==> config.mk <==
export PLATFORM = sky130hd
export DESIGN_NAME = game_ctrl
export DESIGN_NICKNAME = d
export VERILOG_FILES = /design/src/rtl/pong_pkg.sv /design/src/rtl/game_timer.sv /design/src/rtl/game_ctrl.sv
export SDC_FILE = /design/constraint.sdc
export NUM_CORES = 1
export LEC_CHECK = 0
export CORE_MARGIN = 4
export CORE_UTILIZATION = 25
export DETAILED_ROUTE_END_ITERATION = 6
export DONT_BUFFER_PORTS = 1
export SYNTH_ARGS = -nofsm -noshare
export SYNTH_HDL_FRONTEND = slang
export SYNTH_SLANG_ARGS = --single-unit
export TNS_END_PERCENT = 20
==> constraint.sdc <==
create_clock -name clk -period 2 [get_ports clk]
set_input_delay 0.6 -clock clk [delete_from_list [all_inputs] [get_ports clk]]
set_output_delay 0.6 -clock clk [all_outputs]
set_load 0.05 [all_outputs]
==> src/rtl/pong_pkg.sv <==
// Shared Pong definitions: game FSM state encoding and default game constants.
package pong_pkg;

    typedef enum logic [1:0] {
        NEWGAME = 2'b00,
        PLAY    = 2'b01,
        NEWBALL = 2'b10,
        OVER    = 2'b11
    } state_e;

    localparam int unsigned BALLS_DEF      = 3;
    localparam int unsigned WAIT_TICKS_DEF = 120;

endpackage : pong_pkg

==> src/rtl/game_timer.sv <==
// Loadable down-counter decremented by frame ticks; saturates at zero.
module game_timer
    import pong_pkg::*;
#(
    parameter int unsigned WAIT_TICKS = WAIT_TICKS_DEF,
    parameter int unsigned TW         = $clog2(WAIT_TICKS + 1)
) (
    input  logic clk,
    input  logic reset,
    input  logic load,
    input  logic tick,
    output logic timer_up
);

    // A zero wait still needs a one-bit counter to hold the saturated value.
    localparam int unsigned CW = (TW == 0) ? 1 : TW;

    logic [CW-1:0] count_q;
    logic [CW-1:0] count_d;

    always_comb begin
        count_d = count_q;
        if (load) begin
            count_d = CW'(WAIT_TICKS);
        end else if (tick && (count_q != '0)) begin
            count_d = count_q - CW'(1);
        end
    end

    always_ff @(posedge clk or negedge reset) begin
        if (!reset) begin
            count_q <= '0;
        end else begin
            count_q <= count_d;
        end
    end

    assign timer_up = (count_q == '0);

endmodule : game_timer

==> src/rtl/game_ctrl.sv <==
// Pong game-state controller: new game, play, re-serve and game over sequencing.
module game_ctrl
    import pong_pkg::*;
#(
    parameter int unsigned BALLS      = BALLS_DEF,
    parameter int unsigned WAIT_TICKS = WAIT_TICKS_DEF,
    parameter int unsigned BW         = $clog2(BALLS + 1),
    parameter int unsigned TW         = $clog2(WAIT_TICKS + 1)
) (
    input  logic          clk,
    input  logic          reset,
    input  logic [1:0]    btn,
    input  logic          refr_tick,
    input  logic          hit,
    input  logic          miss,
    output logic          d_inc,
    output logic          d_clr,
    output logic          gra_still,
    output logic [BW-1:0] balls_left,
    output logic          game_over
);

    state_e        state_q;
    state_e        state_d;
    logic [BW-1:0] balls_q;
    logic [BW-1:0] balls_d;
    logic          timer_load;
    logic          timer_up;

    game_timer #(
        .WAIT_TICKS (WAIT_TICKS),
        .TW         (TW)
    ) u_timer (
        .clk      (clk),
        .reset    (reset),
        .load     (timer_load),
        .tick     (refr_tick),
        .timer_up (timer_up)
    );

    always_ff @(posedge clk or negedge reset) begin
        if (!reset) begin
            state_q <= NEWGAME;
            balls_q <= BW'(BALLS);
        end else begin
            state_q <= state_d;
            balls_q <= balls_d;
        end
    end

    // Next state, ball count and timer load; miss takes priority over hit.
    always_comb begin
        state_d    = state_q;
        balls_d    = balls_q;
        timer_load = 1'b0;
        case (state_q)
            NEWGAME: begin
                balls_d = BW'(BALLS);
                if (btn != 2'b00) begin
                    state_d = PLAY;
                    balls_d = BW'(BALLS - 1);
                end
            end
            PLAY: begin
                if (miss) begin
                    timer_load = 1'b1;
                    if (balls_q == '0) begin
                        state_d = OVER;
                    end else begin
                        state_d = NEWBALL;
                        balls_d = balls_q - BW'(1);
                    end
                end
            end
            NEWBALL: begin
                if (timer_up && (btn != 2'b00)) begin
                    state_d = PLAY;
                end
            end
            OVER: begin
                if (timer_up) begin
                    state_d = NEWGAME;
                    balls_d = BW'(BALLS);
                end
            end
        endcase
    end

    always_comb begin
        d_inc     = 1'b0;
        d_clr     = 1'b0;
        gra_still = 1'b1;
        game_over = 1'b0;
        case (state_q)
            NEWGAME: d_clr = 1'b1;
            PLAY: begin
                gra_still = 1'b0;
                d_inc     = hit && !miss;
            end
            NEWBALL: gra_still = 1'b1;
            OVER:    game_over = 1'b1;
        endcase
    end

    assign balls_left = balls_q;

endmodule : game_ctrl
After elaboration in Yosys (flattened, before gate mapping)
Index checks and enable logic that the tools add are counted.

Add/sub/neg operators: 2. Eq/ne operators: 8. Multiplexer cells: 19. Reductions and logical operators: 13.

Operator list (number): two-way mux 2 bit (7); two-way mux 7 bit (2); != test 2 bit, second input constant (5); two-way mux 1 bit (8); case mux 2 bit (4 select lines) (1); AND reduction 4 bit (2); zero test 7 bit (1); nonzero test 7 bit (1); subtractor 7 x 1 -> 7 bit, second input constant (1); case mux 2 bit (3 select lines) (1); equality test 2 bit, second input constant (2); zero test 2 bit (2); nonzero test 2 bit (2); logical AND 1 bit (3); nonzero test 3 bit (1); equality test 2 x 1 -> 1 bit, second input constant (1); subtractor 2 x 1 -> 2 bit, second input constant (1); zero test 1 bit (1).

Flip-flop bits (word level): 11. Input port bits: 7. Output and inout port bits: 6. Logic and storage cells: 45.

Longest topological paths before layout
Gate-level depths: netlist (run 1).

Word-level depth: 4. Mapped depth: 6.

Cells and area by module
From an unflattened synthesis (run 1), not the netlist that was laid out.

Cell total of the unflattened synthesis: 76. Area, all modules: 703.2 um^2.

Modules (own cells, without submodules): game_timer (instances 1, cells an instance 45, area an instance 420.4 um^2, seq. area each 175.2 um^2); game_ctrl (instances 1, cells an instance 31, area an instance 282.8 um^2, seq. area each 102.6 um^2).

Worst setup path before layout (run 1)
Ideal clock, no wire load.

Kind: register to output. Start point: register state_q[1]. End point: output port d_inc. Arrival: 2030 ps. Data required time: 1400 ps. Setup slack: -630 ps. Cell stages (with the launch flop): 4. Cell sequence: dfrtp_1 -> and2b_1 -> inv_2 -> nor3b_1.

Longest elaborated chain between the ends: 2.

RTL lines: start, declared (line game_ctrl.sv:23) `state_e state_q;`; start signal, assigned (line game_ctrl.sv:46) `state_q <= state_d;`; equality test 2 x 1 -> 1 bit (line game_ctrl.sv:94) `case (state_q)`; two-way mux 1 bit (line game_ctrl.sv:94); end, declared (line game_ctrl.sv:16) `output logic d_inc,`.

No other way between the ends.

Worst setup path in the final report (run 1)
Same ends and word-level chain as after synthesis.

==> results of run 1 <==
-- placed cells by master (no fill, tap or decap), drive strengths merged, types with 3 or more instances in the layout --
cell    netlist  routed
nand2         8       8
nor2          4       4
or3           3       3
nor3          3       3
clkbuf        0       4
a21oi         3       3
buf           0       7
dfrtp         9       9
inv           6       6
o31ai         4       4
xnor2         3       3
-- power breakdown --
group	switching (uW)	total (uW)	internal [uW]
Sequential	90.2	418	328
Clock	79.7	157	77.3
Combinational	325	539	214
Total	495	1110	620
-- cells in the mapped netlist --
library cell / number / share of area [%]
dfrtp_1: 9 / 35
nand2_1: 8 / 4.7
inv_1: 5 / 2.9
o31ai_1: 4 / 4.7
a21oi_1: 3 / 2.3
nor2_1: 3 / 1.7
nor3_1: 3 / 2.3
xnor2_1: 3 / 4.1
and2_1: 2 / 1.9
dfstp_2: 2 / 8.1
ha_1: 2 / 3.9
nand2b_1: 2 / 1.9
nand3_1: 2 / 1.6
a2111oi_4: 1 / 4.3
a211oi_1: 1 / 1.2
a221oi_1: 1 / 1.4
a31o_2: 1 / 1.4
and2b_1: 1 / 1.2
and3_2: 1 / 1.2
inv_2: 1 / 0.58
nor2_4: 1 / 1.7
nor2b_1: 1 / 0.97
nor3b_1: 1 / 1.2
o21ai_0: 1 / 0.77
o21ai_2: 1 / 1.4
o22a_1: 1 / 1.4
o311ai_0: 1 / 1.4
o32ai_1: 1 / 1.4
or3_1: 1 / 0.97
or3_2: 1 / 1.2
or3_4: 1 / 1.7
-- registers in the layout (all words and copies together), names as in the netlist --
register	count
balls_left	2
u_timer.count_q	7
state_q	2
-- stage by stage --
stage	power, uW	hold WS, ns
6_report	1110	0.170
5_1_grt	1210	0.146
4_1_cts	1120	0.00260
3_3_place_gp	935	0.305
2_1_floorplan	836	0.304
3_5_place_dp	945	0.305
-- kinds of logic (layout without fill, tap and decap cells) --
kind of cell	after synthesis	count (layout)	synth area share, %
XOR/XNOR	3	3	4.07
adder cells (fa/ha/maj)	2	2	3.88
AND/OR/NAND/NOR	28	28	24.2
AO/OA/AOI/OAI	16	16	21.3
buffers and inverters	6	18	3.49
flip-flops	11	11	43.0
-- cell type report --
cell class              count  area (um^2)  share of cell area (%)
multi-input cells          49          358                    44.9
flip-flops and latches     11          278                    34.9
repair buffers              8         75.1                    9.42
well taps                  30         37.5                    4.71
clock buffers               4         26.3                    3.30
inverters                   6         22.5                    2.83
-- how the worst max path moves through the flow --
stage / to / cells past startpoint
2_1_floorplan: d_inc / 3
3_3_place_gp: d_inc / 4
3_5_place_dp: d_inc / 4
4_1_cts: d_inc / 4
5_1_grt: d_inc / 4
6_report: d_inc / 4
-- routing by layer --
metal	up-vias	track usage, %
met5	-	0
met4	0	8.74
met3	5	1.75
met2	10	14.5
met1	253	9.38
li1	264	-
-- timing repair --
action / CTS / global route
resized for setup: 0 / 1
pin swaps: 0 / 1
hold endpoints to repair: 0 / 9
setup endpoints to repair: 1 / 1
hold buffers: 0 / 1
buffers inserted: 1 / 0
gates cloned: 0 / 0
==> out/metrics.cfg, run 1 <==
[power]
cellLeakagePower_uw = 0.000323
ir_drop_v = 0.000489
power_density_mw_per_mm2 = 1400

[setup_path]
cpPeakStageDelay_ns = 0.38
cp.required_ns = 1.40
rrSetupSlack_ns = 0.47
cp_num_buf_inv = 2
reg2reg_to = u_timer.count_q[2]$_DFFE_PN0P_
endpoint_kind = output port
startpoint = state_q[1]$_DFFE_PN0P_
critPathKind = reg -> out
crit_path_max_fanout = 5
cp.arrival_ns = 1.33
critPathLaunchType = flip-flop
cp_cell_sequence = and2b_2 -> inv_2 -> nor3b_4 -> buf_12
crit_family = simple AND/OR/NAND/NOR gates
critPathSlowestCell = dfrtp_1
reg2reg_from = u_timer.count_q[1]$_DFFE_PN0P_
r2r_cells = 5

[grt]
grt_pass1_wl_um = 2210
grt_max_degree = 12
grt_usage_pct = 8.92
gr-total-overflow = 0
antenna_found_initial = 0
grt_pass1_vias = 517

[detailed_routing]
top_layer_used = met4
wl_um = 1340
initialDrtViolationCount = 5
ant_nets = 0
met2_length_um = 685
vias_per_cell = 4.93
drc = 0
firstDrtPassIters = 4
m1WireLength_um = 525
dr_wl_met3_um = 67
wl_per_cell_um = 12.4
vias = 532

[clocking]
h-tree-depth = 1
clk_pin_slew_ns = 0.06
cts_root_buf = clkbuf_4
clkLatencyLatePin_ns = 0.28
cts_tree = done
clockBufferDepth = 2
numCtsBuffers = 3
cts_num_sinks = 11

[sta]
period_share_pct = 96.5
max_freq_ghz = 0.518
worstMarginPinSlew_ns = 0.553
timing.final.ws_setup_ns = 0.0701
slew_headroom_pct = 63.1
fin_skew_ns = 0.0117
finalHoldViolations = 0
setup_tns_ns = 0
fin_crit_ns = 1.93
setup_viol = 0
slew_violations = 0

[layout]
area_growth_syn_to_layout_pct = 23.4
fillCellCount = 280
diodes = 0
fin_area_um2 = 797
drive_above_1_share_pct = 28.2
finalNetCount = 88
finalNonFillerCells = 108
fin_util_pct = 32.2

[placement]
placed_area_um2 = 752
hpwlAfterDp_um = 1020
dp.cells = 102
place.gp.congestion = 0.736
dp_slack_ns = 0.287
numPortBuffers = 0

[floorplanning]
io_pins = 13
die_w_um = 58.8
core_mm2 = 0.00248
die_y_um = 58.8
rows = 18
start_util_pct = 26.1
die_area_mm2 = 0.00346

[synth]
yosys.cell_types.count = 31
syn_area_per_cell_um2 = 9.78
syn_inst = 66
ys_seq_area_share_pct = 43.0
yosys_warnings = 0
ys_ff_latch = 11
syn_area_um2 = 646
syn_nets = 75

[job]
drv_cap = 0

[run_status]
status = completed

[hold_path]
min_path_type = in -> async

Power figures use the tool's default switching activity.
==> run 2, diff against run 1 <==
--- a/config.mk
+++ b/config.mk
@@ -5,10 +5,14 @@
 export SDC_FILE = /design/constraint.sdc
 export NUM_CORES = 1
 export LEC_CHECK = 0
+export CELL_PAD_IN_SITES_DETAIL_PLACEMENT = 0
+export CELL_PAD_IN_SITES_GLOBAL_PLACEMENT = 1
+export CORE_ASPECT_RATIO = 1.1
 export CORE_MARGIN = 4
 export CORE_UTILIZATION = 25
 export DETAILED_ROUTE_END_ITERATION = 6
 export DONT_BUFFER_PORTS = 1
+export PLACE_DENSITY_LB_ADDON = 0.1
 export SYNTH_ARGS = -nofsm -noshare
 export SYNTH_HDL_FRONTEND = slang
 export SYNTH_SLANG_ARGS = --single-unit
==> out/metrics.cfg, run 2 (synthesized netlist as in run 1, its figures left out) <==
[run_status]
status = completed

[layout]
final_cell_mix = 8 x nand2_1, 8 x dfrtp_1, 7 x buf_4
diodes = 0  ; unchanged
largest_register_ff_count = 7  ; unchanged
area_growth_syn_to_layout_pct = 25.0
drive_above_1_share_pct = 30.4  ; +2.2 points
fin_util_pct = 32.3  ; +0.16 points
multi_input_area_um2 = 358  ; unchanged
largest_register = u_timer.count_q
seq_area_um2 = 279  ; +0.45%
fillCellCount = 281  ; +0.36%
finalNetCount = 89  ; +1.1%

[setup_path]
cp_cell_sequence = and2b_2 -> inv_2 -> nor3b_4 -> buf_12
cpPeakStageDelay_ns = 0.37  ; about the same
critPathKind = reg -> out
cp.arrival_ns = 1.32  ; about the same
endpoint_kind = output port
cp_num_buf_inv = 2  ; unchanged
crit_path_max_fanout = 5  ; unchanged
crit_family = simple AND/OR/NAND/NOR gates
cp.required_ns = 1.40  ; about the same
critPathSlowestCell = dfrtp_1
critPathLaunchType = flip-flop

[floorplanning]
core_mm2 = 0.00250  ; +0.76%
io_pins = 13  ; unchanged
die_w_um = 56.5  ; -4.0%
rows = 19  ; +1
die_area_mm2 = 0.00346  ; about the same
die_y_um = 61.3  ; +4.2%
start_util_pct = 25.9  ; -0.20 points

[power]
power_uw = 1120  ; +0.90%
cellLeakagePower_uw = 0.000327  ; +1.3%
ir_drop_v = 0.000601  ; +23%
power_density_mw_per_mm2 = 1390  ; -0.36%

[sta]
fin_crit_ns = 1.92  ; -0.00778 ns
finalHoldViolations = 0  ; unchanged
slew_headroom_pct = 61.1  ; -2.0 points
setup_tns_ns = 0  ; unchanged
max_freq_ghz = 0.520  ; +0.40%
worstMarginPinSlew_ns = 0.584  ; +0.0306 ns
timing.final.ws_setup_ns = 0.0779  ; +0.00778 ns
period_share_pct = 96.1  ; -0.39 points
slew_violations = 0  ; unchanged
fin_skew_ns = 0.000990  ; -0.0107 ns
rsz0062_at_grt = yes
setup_viol = 0  ; unchanged
holdWs_ns = 0.162  ; -0.00824 ns

[placement]
place.gp.congestion = 0.666  ; -9.6%
dp_slack_ns = 0.270  ; -0.0170 ns
hpwlAfterDp_um = 1150  ; +12%
numPortBuffers = 0  ; unchanged

[detailed_routing]
wl_per_cell_um = 13.6  ; +10%
vias_per_cell = 4.88  ; -0.90%
ant_nets = 0  ; unchanged
firstDrtPassIters = 2  ; -2
wl_um = 1500  ; +12%
vias = 537  ; +0.94%
initialDrtViolationCount = 7  ; +2
drc = 0  ; unchanged

[grt]
grt_pass1_vias = 577  ; +12%
gr-total-overflow = 0  ; unchanged
grt_max_degree = 12  ; unchanged
antenna_found_initial = 0  ; unchanged
grt_pass1_wl_um = 2690  ; +22%
grt_usage_pct = 10.5  ; +1.5 points

[hold_path]
min_path_type = in -> async

[clocking]
cts_root_buf = clkbuf_4
cts_tree = done
cts_num_sinks = 11  ; unchanged
h-tree-depth = 1  ; unchanged
clkLatencyLatePin_ns = 0.27  ; about the same
numCtsBuffers = 3  ; unchanged
clk_pin_slew_ns = 0.07  ; about the same
clockBufferDepth = 2  ; unchanged

[job]
drv_cap = 0  ; unchanged

-- run 2: changes by cell type in the layout (fill, tap and decap cells not counted) --
cell and change:
dfrtp_1 -1, dfrtp_2 +1, buf_4 +1
-- run 2: what timing repair did --
item	in CTS	in global routing
hold buffers	0	1
setup endpoints to repair	1	1
setup buffers	0	2
gates resized for setup	1	1
endpoints found under the hold margin	0	9
pin swaps	0	1
-- run 2: power by group --
| group | switching, uW | internal (uW) | total (uW) |
|---|---|---|---|
| sequential | 99.9 | 330 | 430 |
| clock | 79.3 | 77.3 | 157 |
| combinational | 322 | 216 | 538 |
-- run 2: worst paths after layout --
kind	cells after the start	start	to	slack, ns
max in group asynchronous	1	reset	state_q[0]$_DFFE_PN0P_	0.96
max reg2reg	5	u_timer.count_q[1]$_DFFE_PN0P_	u_timer.count_q[2]$_DFFE_PN0P_	0.46
min	0	reset	balls_left[0]$_DFFE_PN1P_	0.16
min in group clk	2	miss	state_q[1]$_DFFE_PN0P_	0.56
min reg2reg	2	balls_left[0]$_DFFE_PN1P_	balls_left[0]$_DFFE_PN1P_	0.56
max	4	state_q[1]$_DFFE_PN0P_	d_inc	0.08
-- run 2: layer usage --
| layer | share of wire [%] | global-route usage, % |
|---|---|---|
| met5 | 0 | 0 |
| met4 | 2.1 | 7.12 |
| met3 | 6.4 | 3.35 |
| met2 | 49 | 18.0 |
| met1 | 42 | 11.2 |
-- run 2: layout make-up --
class                           count  area share (%)
Tap cell                           31            4.81
Multi-Input combinational cell     49            44.3
Clock buffer                        4            3.26
Timing Repair Buffer                9            10.2
Inverter                            6            2.79
Sequential cell                    11            34.6
-- run 2: stage by stage --
| step | instance area [um^2] | cells |
|---|---|---|
| after floorplan | 657 | 66 |
| after global placement | 753 | 103 |
| after detailed placement | 753 | 103 |
| after CTS | 781 | 107 |
| after global routing | 807 | 110 |
| final | 807 | 110 |
==> run 3, diff against run 2 <==
==> constraint.sdc (replaced) <==
create_clock -name clk -period 1.97 [get_ports clk]
set_input_delay 0.591 -clock clk [delete_from_list [all_inputs] [get_ports clk]]
set_output_delay 0.591 -clock clk [all_outputs]
set_load 0.05 [all_outputs]
==> out/metrics.cfg, run 3 (synthesized netlist as in run 1, its figures left out) <==
[layout]
finalNonFillerCells = 112  ; +1.8%
fin_area_um2 = 823  ; +2.0%
area_growth_syn_to_layout_pct = 27.5
fin_util_pct = 33.0  ; +0.65 points
finalNetCount = 91  ; +2.2%
drive_above_1_share_pct = 29.6  ; -0.75 points
diodes = 0  ; unchanged
final_cell_mix = 9 x dfrtp_1, 8 x nand2_1, 8 x buf_4
largest_register_ff_count = 7  ; unchanged
largest_register = u_timer.count_q
final_common_cell = dfrtp_1

[detailed_routing]
vias_per_cell = 4.74  ; -2.9%
vias = 531  ; -1.1%
firstDrtPassIters = 2  ; unchanged
wl_um = 1520  ; +1.7%
ant_nets = 0  ; unchanged
wl_per_cell_um = 13.6  ; -0.15%
initialDrtViolationCount = 12  ; +5
drc = 0  ; unchanged

[sta]
setup_viol = 0  ; unchanged
setup_tns_ns = 0  ; unchanged
slew_headroom_pct = 61.2  ; +0.17 points
fin_skew_ns = 0.00584  ; +0.00485 ns
slew_violations = 0  ; unchanged
fin_crit_ns = 1.91
max_freq_ghz = 0.523
worstMarginPinSlew_ns = 0.581  ; -0.00251 ns
rsz0062_at_grt = yes
period_share_pct = 97.0
finalHoldViolations = 0  ; unchanged

[clocking]
cts_tree = done
clkLatencyLatePin_ns = 0.27  ; about the same
clk_pin_slew_ns = 0.07  ; about the same
cts_num_sinks = 11  ; unchanged
numCtsBuffers = 3  ; unchanged
clockBufferDepth = 2  ; unchanged
cts_root_buf = clkbuf_4
h-tree-depth = 1  ; unchanged

[grt]
gr-total-overflow = 0  ; unchanged
antenna_found_initial = 0  ; unchanged
grt_max_degree = 7  ; -5
grt_pass1_vias = 571  ; -1.0%
grt_pass1_wl_um = 2620  ; -2.8%
grt_usage_pct = 10.1  ; -0.31 points

[floorplanning]
io_pins = 13  ; unchanged
core_mm2 = 0.00250  ; unchanged
die_y_um = 61.3  ; unchanged
die_area_mm2 = 0.00346  ; unchanged
start_util_pct = 25.9  ; unchanged
rows = 19  ; unchanged
die_w_um = 56.5  ; unchanged

[setup_path]
endpoint_kind = output port
r2r_cells = 5  ; unchanged
crit_cells = 4  ; unchanged
cpPeakStageDelay_ns = 0.38  ; about the same
critPathLaunchType = flip-flop
cp.arrival_ns = 1.32  ; about the same
crit_family = simple AND/OR/NAND/NOR gates
cp_num_buf_inv = 2  ; unchanged
reg2reg_from = u_timer.count_q[1]$_DFFE_PN0P_
cp.required_ns = 1.38  ; -0.02 ns
critPathSlowestCell = dfrtp_1
crit_path_max_fanout = 4  ; -1
reg2reg_to = u_timer.count_q[2]$_DFFE_PN0P_
cp_cell_sequence = and2b_2 -> inv_2 -> nor3b_4 -> buf_12
critPathKind = reg -> out
rrSetupSlack_ns = 0.43  ; -0.03 ns

[run_status]
status = completed

[placement]
place.gp.congestion = 0.650  ; -2.3%
dp.cells = 103  ; unchanged
placed_area_um2 = 753  ; unchanged
hpwlAfterDp_um = 1160  ; +1.1%
numPortBuffers = 0  ; unchanged

[hold_path]
min_path_type = in -> async

[power]
ir_drop_v = 0.000495  ; -18%
cellLeakagePower_uw = 0.000338  ; +3.2%
power_uw = 1150  ; +2.1%
power_density_mw_per_mm2 = 1400  ; +0.13%

[job]
drv_cap = 0  ; unchanged

run 3: worst max-delay path by stage:
stage	from	to	slack [ns]
final	state_q[1]$_DFFE_PN0P_	d_inc	0.06
after global routing	state_q[1]$_DFFE_PN0P_	d_inc	-0.003
after CTS	state_q[1]$_DFFE_PN0P_	d_inc	0.006
after detailed placement	state_q[0]$_DFFE_PN0P_	d_inc	0.25
after global placement	state_q[0]$_DFFE_PN0P_	d_inc	0.28
after floorplan	state_q[1]$_DFFE_PN0P_	d_inc	0.02
run 3: what timing repair did:
action                                 in CTS  in global routing
pin swaps                                   0                  1
resized for setup                           1                  0
buffers inserted                            2                  1
hold buffers                                1                  1
setup endpoints to repair                   1                  1
endpoints found under the hold margin       6                  3
run 3: area by class of cell:
type	count	area, um^2
inverter	6	22.5
sequential	11	278
timing repair buffer	11	100
multi-input combinational	49	358
tap	31	38.8
clock buffer	4	26.3
fill	280	1670
run 3: metrics by stage:
step / hold slack (ns) / setup WS, ns
2_1_floorplan: 0.295 / 0.0181
4_1_cts: 0.00238 / 0.00646
3_5_place_dp: 0.296 / 0.248
5_1_grt: 0.142 / -0.00289
6_report: 0.163 / 0.0594
3_3_place_gp: 0.296 / 0.282
run 3: where the power goes:
| part | switching (uW) | internal (uW) |
|---|---|---|
| Clock | 77.1 | 78.3 |
| Sequential | 97.1 | 333 |
| Combinational | 332 | 231 |
| Total | 506 | 643 |
run 3: worst reg2reg max path, cell delays in order (launching register included):
cell	delay (ns)
dfrtp_1	0.44
inv_1	0.06
ha_1	0.25
and3_2	0.25
or3_1	0.35
a21oi_1	0.12
run 3: routing by layer:
metal	vias up	GRT usage (%)	routed length, um
met5	-	0	0
met4	0	6.10	17
met3	2	4.40	109
met2	10	17.8	744
met1	253	10.1	651
li1	266	-	-
